<file path="config.mk">
export PLATFORM = sky130hd
export DESIGN_NAME = clock_monitor_flat
export DESIGN_NICKNAME = d
export VERILOG_FILES = /design/src/rtl/clock_monitor_pkg.sv /design/src/rtl/clock_monitor_if.sv /design/src/rtl/clock_monitor_ch.sv /design/src/rtl/clock_monitor.sv /design/src/flat_wrapper.sv
export SDC_FILE = /design/constraint.sdc
export NUM_CORES = 1
export LEC_CHECK = 0
export ABC_AREA = 1
export BUFFER_PORTS_ARGS = -buffer_cell sky130_fd_sc_hd__buf_2
export CORE_ASPECT_RATIO = 1.4
export CORE_MARGIN = 10
export CORE_UTILIZATION = 40
export CTS_CLUSTER_SIZE = 10
export DETAILED_ROUTE_END_ITERATION = 12
export GPL_TIMING_DRIVEN = 0
export HOLD_SLACK_MARGIN = 0.1
export MAX_ROUTING_LAYER = met4
export PLACE_DENSITY = 0.71
export REMOVE_ABC_BUFFERS = 1
export SLEW_MARGIN = 25
export SYNTH_ARGS = -nofsm -noshare
export SYNTH_HDL_FRONTEND = slang
export SYNTH_SLANG_ARGS = --single-unit
</file>
<file path="constraint.sdc">
create_clock -name clk_fst -period 5 [get_ports clk_fst]
set_clock_uncertainty 0.2 [all_clocks]
set_input_delay 1 -clock clk_fst [delete_from_list [all_inputs] [get_ports clk_fst]]
set_output_delay 1 -clock clk_fst [all_outputs]
set_load 0.01 [all_outputs]
</file>
<file path="src/rtl/clock_monitor_pkg.sv">
// Shared types and elaboration-time helpers for the multi-channel clock monitor.
// Parameter legality functions are evaluated by the top during elaboration.
package clock_monitor_pkg;

  typedef enum logic [1:0] {
    EDGE_NONE,
    EDGE_RISE,
    EDGE_FALL
  } edgeKind_t;

  function automatic longint unsigned satMax(int unsigned width);
    return (longint'(1) << width) - 1;
  endfunction

  function automatic bit timeoutLegal(int unsigned width, longint unsigned timeout);
    return timeout <= satMax(width);
  endfunction

  function automatic bit syncLegal(int unsigned stages);
    return stages >= 2;
  endfunction

endpackage

</file>
<file path="src/rtl/clock_monitor_if.sv">
// Bundle of monitored clocks and per-channel measurement results.
// The slave side is the monitor itself; the master side is whatever drives and reads it.
interface clock_monitor_if #(
  parameter int unsigned NUM_CH = 4,
  parameter int unsigned CNT_W  = 16
);

  logic [NUM_CH-1:0]       clk_in;
  logic [NUM_CH*CNT_W-1:0] ht_out;
  logic [NUM_CH*CNT_W-1:0] lt_out;
  logic [NUM_CH-1:0]       ht_valid;
  logic [NUM_CH-1:0]       lt_valid;
  logic [NUM_CH-1:0]       upd;
  logic [NUM_CH-1:0]       stopped;

  modport master (
    output clk_in,
    input  ht_out, lt_out, ht_valid, lt_valid, upd, stopped
  );

  modport slave (
    input  clk_in,
    output ht_out, lt_out, ht_valid, lt_valid, upd, stopped
  );

endinterface

</file>
<file path="src/rtl/clock_monitor_ch.sv">
// One monitored clock: synchroniser, edge detect, saturating phase counter,
// arm/stop bookkeeping and registered high/low phase results.
module clock_monitor_ch
  import clock_monitor_pkg::*;
#(
  parameter int unsigned CNT_W       = 16,
  parameter int unsigned SYNC_STAGES = 2,
  parameter int unsigned TIMEOUT     = 32'(satMax(CNT_W))
) (
  input  logic             clk_fst,
  input  logic             reset_n,
  input  logic             clk_i,
  output logic [CNT_W-1:0] ht_o,
  output logic [CNT_W-1:0] lt_o,
  output logic             htValid_o,
  output logic             ltValid_o,
  output logic             upd_o,
  output logic             stopped_o
);

  localparam logic [CNT_W-1:0] CNT_MAX = CNT_W'(satMax(CNT_W));
  localparam logic [CNT_W:0]   TMO     = (CNT_W+1)'(TIMEOUT);

  logic [SYNC_STAGES-1:0] sync_q, sync_d;
  logic                   prevLevel_q, prevLevel_d;
  logic [CNT_W-1:0]       cnt_q, cnt_d;
  logic                   armed_q, armed_d;
  logic                   stopped_q, stopped_d;
  logic [CNT_W-1:0]       ht_q, ht_d;
  logic [CNT_W-1:0]       lt_q, lt_d;
  logic                   htValid_q, htValid_d;
  logic                   ltValid_q, ltValid_d;
  logic                   upd_q, upd_d;

  logic                   level;
  edgeKind_t              edgeKind;
  logic [CNT_W:0]         cntInc;
  logic [CNT_W-1:0]       phaseLen;
  logic                   stopHit;

  assign level    = sync_q[SYNC_STAGES-1];
  assign cntInc   = {1'b0, cnt_q} + (CNT_W+1)'(1);
  assign phaseLen = (cnt_q == CNT_MAX) ? CNT_MAX : cntInc[CNT_W-1:0];

  always_comb begin
    edgeKind = EDGE_NONE;
    if (level && !prevLevel_q) begin
      edgeKind = EDGE_RISE;
    end else if (!level && prevLevel_q) begin
      edgeKind = EDGE_FALL;
    end
  end

  // An edge in the same cycle as the timeout wins, so stopHit requires EDGE_NONE.
  assign stopHit = (TMO != '0) && (edgeKind == EDGE_NONE) && (cntInc == TMO);

  always_comb begin
    sync_d      = {sync_q[SYNC_STAGES-2:0], clk_i};
    prevLevel_d = level;
    cnt_d       = (cnt_q == CNT_MAX) ? CNT_MAX : cnt_q + CNT_W'(1);
    armed_d     = armed_q;
    stopped_d   = stopped_q;
    ht_d        = ht_q;
    lt_d        = lt_q;
    htValid_d   = htValid_q;
    ltValid_d   = ltValid_q;
    upd_d       = 1'b0;

    unique case (edgeKind)
      EDGE_RISE, EDGE_FALL: begin
        cnt_d     = '0;
        armed_d   = 1'b1;
        stopped_d = 1'b0;
        // The first edge after reset or stop ends a partial phase and only arms.
        if (armed_q) begin
          upd_d = 1'b1;
          if (edgeKind == EDGE_RISE) begin
            lt_d      = phaseLen;
            ltValid_d = 1'b1;
          end else begin
            ht_d      = phaseLen;
            htValid_d = 1'b1;
          end
        end
      end
      default: begin
        if (stopHit) begin
          stopped_d = 1'b1;
          armed_d   = 1'b0;
          htValid_d = 1'b0;
          ltValid_d = 1'b0;
        end
      end
    endcase
  end

  always_ff @(posedge clk_fst) begin
    if (!reset_n) begin
      sync_q      <= '0;
      prevLevel_q <= 1'b0;
      cnt_q       <= '0;
      armed_q     <= 1'b0;
      stopped_q   <= 1'b0;
      ht_q        <= '0;
      lt_q        <= '0;
      htValid_q   <= 1'b0;
      ltValid_q   <= 1'b0;
      upd_q       <= 1'b0;
    end else begin
      sync_q      <= sync_d;
      prevLevel_q <= prevLevel_d;
      cnt_q       <= cnt_d;
      armed_q     <= armed_d;
      stopped_q   <= stopped_d;
      ht_q        <= ht_d;
      lt_q        <= lt_d;
      htValid_q   <= htValid_d;
      ltValid_q   <= ltValid_d;
      upd_q       <= upd_d;
    end
  end

  assign ht_o      = ht_q;
  assign lt_o      = lt_q;
  assign htValid_o = htValid_q;
  assign ltValid_o = ltValid_q;
  assign upd_o     = upd_q;
  assign stopped_o = stopped_q;

endmodule

</file>
<file path="src/rtl/clock_monitor.sv">
// Multi-channel clock high/low-time monitor: one independent clock_monitor_ch
// per monitored clock, results packed channel i at [i*CNT_W +: CNT_W].
module clock_monitor
  import clock_monitor_pkg::*;
#(
  parameter int unsigned NUM_CH      = 4,
  parameter int unsigned CNT_W       = 16,
  parameter int unsigned SYNC_STAGES = 2,
  parameter int unsigned TIMEOUT     = 32'(satMax(CNT_W))
) (
  input  logic           clk_fst,
  input  logic           reset_n,
  clock_monitor_if.slave mon
);

  if (!syncLegal(SYNC_STAGES)) begin : gBadSync
    $error("clock_monitor: SYNC_STAGES must be at least 2");
  end

  if (!timeoutLegal(CNT_W, TIMEOUT)) begin : gBadTimeout
    $error("clock_monitor: TIMEOUT must not exceed 2**CNT_W-1");
  end

  wire [NUM_CH*CNT_W-1:0] htBus;
  wire [NUM_CH*CNT_W-1:0] ltBus;
  wire [NUM_CH-1:0]       htValidBus;
  wire [NUM_CH-1:0]       ltValidBus;
  wire [NUM_CH-1:0]       updBus;
  wire [NUM_CH-1:0]       stoppedBus;

  for (genvar i = 0; i < NUM_CH; i++) begin : gCh
    clock_monitor_ch #(
      .CNT_W       (CNT_W),
      .SYNC_STAGES (SYNC_STAGES),
      .TIMEOUT     (TIMEOUT)
    ) uCh (
      .clk_fst   (clk_fst),
      .reset_n   (reset_n),
      .clk_i     (mon.clk_in[i]),
      .ht_o      (htBus[i*CNT_W +: CNT_W]),
      .lt_o      (ltBus[i*CNT_W +: CNT_W]),
      .htValid_o (htValidBus[i]),
      .ltValid_o (ltValidBus[i]),
      .upd_o     (updBus[i]),
      .stopped_o (stoppedBus[i])
    );
  end

  assign mon.ht_out   = htBus;
  assign mon.lt_out   = ltBus;
  assign mon.ht_valid = htValidBus;
  assign mon.lt_valid = ltValidBus;
  assign mon.upd      = updBus;
  assign mon.stopped  = stoppedBus;

endmodule

</file>
<file path="src/flat_wrapper.sv">
// flat-port wrapper written by rule: the top's interface ports become plain ports
module clock_monitor_flat import clock_monitor_pkg::*;
#(
  parameter int unsigned NUM_CH      = 4,
  parameter int unsigned CNT_W       = 16,
  parameter int unsigned SYNC_STAGES = 2,
  parameter int unsigned TIMEOUT     = 32'(satMax(CNT_W))
)
  (clk_fst, reset_n, mon_clk_in, mon_ht_out, mon_lt_out, mon_ht_valid, mon_lt_valid, mon_upd, mon_stopped);
  clock_monitor_if #(.NUM_CH(NUM_CH), .CNT_W(CNT_W)) mon_i ();
  input  logic clk_fst;
  input  logic reset_n;
  input wire logic [$bits(mon_i.clk_in)-1:0] mon_clk_in;
  output wire logic [$bits(mon_i.ht_out)-1:0] mon_ht_out;
  output wire logic [$bits(mon_i.lt_out)-1:0] mon_lt_out;
  output wire logic [$bits(mon_i.ht_valid)-1:0] mon_ht_valid;
  output wire logic [$bits(mon_i.lt_valid)-1:0] mon_lt_valid;
  output wire logic [$bits(mon_i.upd)-1:0] mon_upd;
  output wire logic [$bits(mon_i.stopped)-1:0] mon_stopped;
  assign mon_i.clk_in = mon_clk_in;
  assign mon_ht_out = mon_i.ht_out;
  assign mon_lt_out = mon_i.lt_out;
  assign mon_ht_valid = mon_i.ht_valid;
  assign mon_lt_valid = mon_i.lt_valid;
  assign mon_upd = mon_i.upd;
  assign mon_stopped = mon_i.stopped;
  clock_monitor #(.NUM_CH(NUM_CH), .CNT_W(CNT_W), .SYNC_STAGES(SYNC_STAGES), .TIMEOUT(TIMEOUT)) u_core (.clk_fst(clk_fst), .reset_n(reset_n), .mon(mon_i));
endmodule
</file>
* After elaboration in Yosys (flattened, before gate mapping) *
Cells that the tools add are included.

storage, ports and cells
  input bits = 6
  bits in registers = 224
  output and inout port bits = 144
  logic and storage cells = 189

operators by class
  mux-type cells = 52
  equality and inequality tests = 28
  bitwise gates (word level) = 5
  add/sub/neg operators = 8
  reduce and logical (&&, ||, !) cells = 56

operator list
  kind                   number
  $mux 16                8
  $add 16x1->17 const B  4
  $eq 17x16->1 const B   4
  $add 16x1->16 const B  4
  $eq 16x16->1 const B   4
  $reduce_and 3->1       16
  $mux 1                 36
  $ne 2x2->1 const B     12
  $mux 2                 8
  $logic_and 1x1->1      12
  $reduce_or 3->1        4
  $eq 2x1->1 const B     4
  $eq 2x2->1 const B     4
  $logic_not 1->1        8
  $logic_not 2->1        4
  $reduce_and 2->1       4
  $reduce_bool 2->1      4
  $reduce_or 2->1        4
  $not 1->1              5

* Logic depth before layout (Yosys ltp) *
Gate-level depths: netlist of run 1.

  word-level depth = 8
  depth in mapped cells = 14
  depth with buffers taken out = 14

* By module *
A second synthesis of run 1 with hierarchy kept.

second synthesis, totals
  cells, all modules = 1394
  area total of the unflattened synthesis = 10060.9 um^2

by module, submodules not included
  module                                    cells an instance  area an instance (um^2)  times used  sequential area each (um^2)
  clock_monitor_ch (u_core.gCh[0].uCh ...)  351                2534.9                   3           1121.1
  clock_monitor_ch (u_core.gCh[3].uCh)      341                2456.1                   1           1121.1

* Worst setup path before layout of run 1 *
Ideal clock, no wire load.

  path type = input-to-reg
  start = input reset_n
  end = register u_core.gCh[3].uCh.cnt_q[10]
  path slack = 2.846 ns
  cell stages on the path = 6
  buffers on the path = 2
  setup time = 0.065 ns
  arrival time = 1.889 ns
  data required time = 4.735 ns
  cell sequence = inv_1 > buf_2 > nor3_1 > inv_1 > clkbuf_1 > nor2_1

between the ends
  longest elaborated chain between the ends = 2

ends and longest elaborated chain
  what                       line                     source
  start, declared            flat_wrapper.sv:12       input logic reset_n;
  $not 1->1 (no line)        --
  $reduce_or 3->1 (no line)  --
  end signal, assigned       clock_monitor_ch.sv:112  cnt_q <= cnt_d;
  end, declared              clock_monitor_ch.sv:26   logic [CNT_W-1:0] cnt_q, cnt_d;

No other way between the ends.
A chain may end at the register's enable or synchronous reset.

* Final worst setup path of run 1 *
  start = input reset_n
  end = register u_core.gCh[2].uCh.cnt_q[7]

between the ends
  longest elaborated chain between the ends = 2

ends and longest elaborated chain
  what                       line
  $not 1->1 (no line)        --
  $reduce_or 3->1 (no line)  --
  end signal, assigned       clock_monitor_ch.sv:112
  end, declared              clock_monitor_ch.sv:26

No other way between the ends.

==> results.py, run 1 <==
metrics = {
    "run_status": {
        "status": "finished, final reports clean",
    },
    "clock_network": {
        "clkSlewWorstSetupHoldPaths_ns": 0.05,
        "htree_levels": 1,
        "cts_tree": "done",
        "numCtsBuffers": 26,
        "postCtsHoldBufs": 0,
        "clk_latency_ns": 0.51,
        "cts_root_buffer": "clkbuf_16",
        "cts_buffer_depth": 3,
        "post_cts_buffers": 0,
        "cts.sinks": 224,
        "cts_resized": 0,
    },
    "yosys": {
        "ys_types": 32,
        "ys_top_cells_by_area": "dfxtp_1 (45%), nand2_1 (12%), inv_1 (9.6%)",
        "synth_top_area_share_pct": 45.0,
        "synth_most_common_cell": "nand2_1",
        "synthCells": 1398,
        "netlist_area_um2": 9950,
        "ys_seq_area_share_pct": 45.0,
        "synth_commonest_cells": "nand2_1 (309), inv_1 (254), dfxtp_1 (224)",
        "yosys.area.top_type": "dfxtp_1",
        "avgSynthCellArea_um2": 7.12,
        "async_flop_share_pct": 0,
        "synth_edf_count": 0,
        "synth-main-ff-cell": "dfxtp_1",
        "ys_ff_latch": 224,
        "yosys_warnings": 0,
    },
    "hold_path": {
        "hold_start": "u_core.gCh[3].uCh.sync_q[0]$_SDFF_PN0_",
        "hold_class": "register to register",
    },
    "floorplan": {
        "die_w_um": 153,
        "io_pins": 150,
        "die_h_um": 207,
        "coreArea_um2": 24600,
        "initial_utilization_pct": 40.5,
        "fp.dieArea_um2": 31700,
        "std_cell_rows": 68,
    },
    "sta": {
        "rsz0062_at_grt": "no",
        "slew_viol_final": 0,
        "worstMarginPinSlew_ns": 0.956,
        "layout_setup_ws_ns": 1.84,
        "clock.fmax_mhz": 316,
        "finalCritPeriodShare_pct": 63.2,
        "hold_slack_ns": 0.213,
        "setup_violations": 0,
        "relSlewSlack_pct": 36.2,
        "hold_viol_final": 0,
        "fin_crit_ns": 3.16,
    },
    "setup_path": {
        "critical_path.slowest_cell": "nor3_1",
        "reg2reg_from": "u_core.gCh[2].uCh.sync_q[1]$_SDFF_PN0_",
        "crit_path_start": "reset_n",
        "critPathArrivalTime_ns": 3.39,
        "cp-start-kind": "input pin",
        "path_cells": "buf_6 -> buf_16 -> inv_2 -> buf_12 -> nor3_1 -> inv_1 -> a21oi_1",
        "cp-end-kind": "register",
        "crit_type": "input pin to register",
        "worst_path_largest_cell_delay_ns": 0.67,
        "cp_max_fo": 63,
        "critPathRequiredTime_ns": 5.23,
    },
    "placement": {
        "dp_hpwl_um": 18600,
        "place_congestion": 0.912,
        "dp_worst_setup_slack_ns": 1.31,
        "portBuffers": 149,
    },
    "global_routing": {
        "grt_use_met1_pct": 17.5,
        "met3_usage_pct": 2.57,
        "grt_pass1_vias": 8608,
        "top_usage_layer": "met2",
        "grt_util_all_layers_pct": 15.8,
        "grt_pass1_wl_um": 41600,
        "grt_max_degree": 64,
        "antenna_found_initial": 0,
        "grtUsageMet2_pct": 28.8,
        "overflow": 0,
    },
    "drt": {
        "initialDrtViolationCount": 358,
        "via_per_inst": 4.82,
        "wirelength_um": 25200,
        "drtAntennaViolNets": 0,
        "drt_pass1_iterations": 5,
        "routedWlPerCell_um": 13.7,
        "drc": 0,
        "vias": 8879,
    },
    "flow_run": {
        "maxCapViolations": 0,
    },
    "final_layout": {
        "drive_above_1_share_pct": 14.8,
        "diodes": 0,
        "flow.area_growth_from_synthesis_pct": 17.0,
        "final_nets": 1546,
    },
    "power_and_ir_drop": {
        "leakagePower_nw": 6.05,
        "peakVddDrop_uv": 231,
        "p_per_area_nw_per_um2": 318,
    },
}
-- per-layer routing --
metal,up-vias,wire (um)
met5,-,0
met4,0,398
met1,4094,10800
met3,30,1140
met2,149,12900
li1,4606,-
-- registers in the layout, indices dropped and copies added (netlist names) --
name,cells
u_core.gCh.uCh.ht_o,64
u_core.gCh.uCh.cnt_q,64
u_core.gCh.uCh.lt_o,64
u_core.gCh.uCh.prevLevel_q,4
u_core.gCh.uCh.upd_o,4
u_core.gCh.uCh.htValid_o,4
u_core.gCh.uCh.armed_q,4
u_core.gCh.uCh.stopped_o,4
u_core.gCh.uCh.ltValid_o,4
u_core.gCh.uCh.sync_q,8
-- cells by family (layout without fill, tap and decap cells) --
logic type	count (synthesis)	count (layout)	synth area share (%)
AOI/OAI and AO/OA	217	217	13.4
xor gates and xnor gates	9	9	0.792
adders and majority gates	16	16	2.01
buffers and inverters	318	447	12.7
DFF	224	224	45.0
and+or+nand+nor	614	614	26.0
-- power by group --
group / switching [mW] / leakage, nW / internal [mW] / total [mW]
combinational: 0.126 / 3.89 / 0.0653 / 0.192
sequential: 0.0262 / 1.81 / 1.83 / 1.85
clock: 0.679 / 0.349 / 0.978 / 1.66
total: 0.832 / 6.05 / 2.87 / 3.70
-- worst max-delay path, delay by kind of cell --
family                 cells  cell delay [ns]
buffers and inverters      5             1.42
AND/OR/NAND/NOR            1             0.67
AO/OA/AOI/OAI              1             0.21
-- metrics by stage --
stage	TNS (ns)	power, mW	std cells	utilization, %	area [um2]
4_1_cts	0	3.76	1842	47.4	11600
2_1_floorplan	0	1.99	1338	-	9660
3_3_place_gp	-43.61	2.07	1802	43.9	10800
5_1_grt	0	3.86	1842	47.4	11600
6_report	0	3.70	1842	47.4	11600
3_5_place_dp	0	2.09	1811	44.5	10900
-- path summary, 6_finish.rpt --
path | to | slack (ns) | cells after the start
max | u_core.gCh[2].uCh.cnt_q[7]$_SDFF_PP0_ | 1.84 | 7
min | u_core.gCh[3].uCh.sync_q[1]$_SDFF_PN0_ | 0.21 | 2
max reg2reg | u_core.gCh[2].uCh.ht_o[6]$_SDFFE_PN0P_ | 2.64 | 7
min reg2reg | u_core.gCh[3].uCh.sync_q[1]$_SDFF_PN0_ | 0.21 | 2
-- cell type report --
cell class | count | area (um2)
inverters | 258 | 968
multi-input cells | 856 | 4230
fillers | 2460 | 12900
well taps | 315 | 394
clock buffers | 31 | 711
repair buffers | 158 | 860
flip-flops and latches | 224 | 4480
-- placed cells by master (no fill, tap or decap), types with 25 or more instances in the layout --
cell type / synthesis / final
a21oi_1: 44 / 44
inv_1: 254 / 253
nand3_1: 50 / 50
dfxtp_1: 224 / 224
nand2_1: 309 / 309
buf_2: 5 / 148
o211ai_1: 72 / 72
clkbuf_16: 0 / 27
o21ai_0: 69 / 69
nand4_1: 25 / 25
nor2_1: 178 / 178
Note: power is estimated with default switching activity, not from simulation.
==> run 2: changes to the inputs <==
clock period = 3.1 ns   (was 5 ns; I/O delays follow)
==> run 2 against run 1 <==
  * Global-route usage barely moved
  * Die area did not move
  * Critical path depth unchanged
  * Via count barely moved
  * Final cell count is 0.16% higher
  * Non-clock buffer count grew 3
  * Critical endpoint is now u_core.gCh[2].uCh.cnt_q[4]$_SDFF_PP0_
  * Worst hold slack got worse by 0.063 ns
  * Power grew 61%
  * Sequential cell count unchanged
  * Combinational power is 63% higher
  * Sequential share of layout area shrank 0.099 points
  * Highest routed layer unchanged
==> results.py, run 2 (same netlist as run 1, synthesis figures left out) <==
metrics = {
    "floorplan": {
        "die_h_um": 207,
        "die_w_um": 153,
        "coreArea_um2": 24600,
        "initial_utilization_pct": 40.5,
        "std_cell_rows": 68,
        "fp.dieArea_um2": 31700,
        "io_pins": 150,
    },
    "sta": {
        "setup_violations": 0,
        "worstMarginPinSlew_ns": 0.958,
        "clock.fmax_mhz": 357,
        "finalCritPeriodShare_pct": 90.4,
        "relSlewSlack_pct": 36.1,
        "finalSetupTns_ns": 0,
        "hold_viol_final": 0,
        "rsz0062_at_grt": "no",
        "slew_viol_final": 0,
        "fin_crit_ns": 2.80,
    },
    "final_layout": {
        "n_fill_cell": 2456,
        "drive_above_1_share_pct": 14.8,
        "final_nets": 1549,
        "fin_util_pct": 47.5,
        "final_cell_mix": "nand2_1 (309), inv_1 (253), dfxtp_1 (224)",
        "final_cell_count_no_fill": 1845,
        "flow.area_growth_from_synthesis_pct": 17.3,
        "final_common_cell": "nand2_1",
        "diodes": 0,
        "stdcell_area_um2": 11700,
    },
    "drt": {
        "via_per_inst": 4.81,
        "vias": 8878,
        "routedWlPerCell_um": 13.7,
        "drc": 0,
        "drt_pass1_iterations": 5,
        "drtAntennaViolNets": 0,
        "wirelength_um": 25300,
        "initialDrtViolationCount": 372,
    },
    "clock_network": {
        "htree_levels": 1,
        "clk_latency_ns": 0.51,
        "cts_root_buffer": "clkbuf_16",
        "cts_buffer_depth": 3,
        "numCtsBuffers": 26,
        "clkSlewWorstSetupHoldPaths_ns": 0.06,
        "cts.sinks": 224,
        "cts_tree": "done",
    },
    "global_routing": {
        "grt_pass1_vias": 8623,
        "grt_util_all_layers_pct": 15.8,
        "grt_max_degree": 64,
        "grt_pass1_wl_um": 41600,
        "overflow": 0,
        "antenna_found_initial": 0,
    },
    "setup_path": {
        "cp-end-kind": "register",
        "critPathArrivalTime_ns": 3.04,
        "critical_path.slowest_cell": "nor3_1",
        "cpLargestDelayFamily": "buffers and inverters",
        "critPathRequiredTime_ns": 3.33,
        "cp-start-kind": "input pin",
        "worst_path_largest_cell_delay_ns": 0.67,
        "path_cells": "buf_6 -> buf_16 -> inv_2 -> buf_12 -> nor3_1 -> inv_1 -> a21oi_1",
        "crit_buf_inv": 5,
        "cp_max_fo": 63,
        "crit_type": "input pin to register",
    },
    "flow_run": {
        "maxCapViolations": 0,
    },
    "placement": {
        "place_congestion": 0.912,
        "placed_area_um2": 10900,
        "dp_hpwl_um": 18600,
        "place_inst": 1811,
        "portBuffers": 149,
    },
    "power_and_ir_drop": {
        "leakagePower_nw": 6.07,
        "peakVddDrop_uv": 372,
        "p_total_mw": 5.97,
        "p_per_area_nw_per_um2": 511,
    },
    "hold_path": {
        "hold_class": "input pin to register",
    },
    "run_status": {
        "status": "finished, final reports clean",
    },
}
-- run 2: cell count changes in the layout (fill, tap and decap cells not counted), sizes merged --
cell / delta
dlygate4sd3: +3
-- run 2: metal layers --
layer	share of wire (%)	track usage (%)	routed length (um)	up-vias
li1	-	-	-	4611
met1	43	17.5	10900	4096
met2	51	28.8	12900	141
met3	4.4	2.57	1110	30
met4	1.6	3.99	397	0
met5	0	-	0	-
-- run 2: what timing repair did --
item | in CTS | in global routing
hold buffers | 3 | 0
hold endpoints to repair | 3 | 0
gates resized for setup | 0 | 0
buffers inserted | 0 | 0
endpoints found under the setup margin | 0 | 0
-- run 2: final timing paths --
kind	cells past startpoint	end	from	slack, ns
worst min-delay path	3	u_core.gCh[1].uCh.sync_q[0]$_SDFF_PN0_	mon_clk_in[1]	0.15
worst max register to register	7	u_core.gCh[2].uCh.ht_o[6]$_SDFFE_PN0P_	u_core.gCh[2].uCh.sync_q[1]$_SDFF_PN0_	0.77
worst max-delay path	7	u_core.gCh[2].uCh.cnt_q[4]$_SDFF_PP0_	reset_n	0.30
worst min register to register	2	u_core.gCh[3].uCh.sync_q[1]$_SDFF_PN0_	u_core.gCh[3].uCh.sync_q[0]$_SDFF_PN0_	0.21
-- run 2: power by group --
part | internal, mW | leakage [nW] | switching (mW)
Clock | 1.58 | 0.349 | 1.09
Combinational | 0.108 | 3.90 | 0.205
Sequential | 2.94 | 1.81 | 0.0423
-- run 2: final cells by class --
cell class              instances  area [um2]  area share (%)
inverters                     258         968            8.29
clock buffers                  31         711            6.09
well taps                     315         394            3.38
repair buffers                161         890            7.62
flip-flops and latches        224        4480            38.4
multi-input cells             856        4230            36.2
-- run 2: worst register-to-register path, stage by stage (launching register included) --
cell and delay, ns:
dfxtp_1 0.35, inv_1 0.05, ha_1 0.40, nor3_4 0.41
buf_8 0.22, clkinv_1 0.31, o21bai_1 0.24, inv_1 0.05
-- run 2: per-stage QoR --
step                      setup WS (ns)  hold WS [ns]
after floorplan                  0.0304         0.190
after global placement            -2.57         0.203
after detailed placement         -0.207         0.201
after CTS                         0.328         0.110
after global routing              0.153         0.127
final                             0.297         0.149
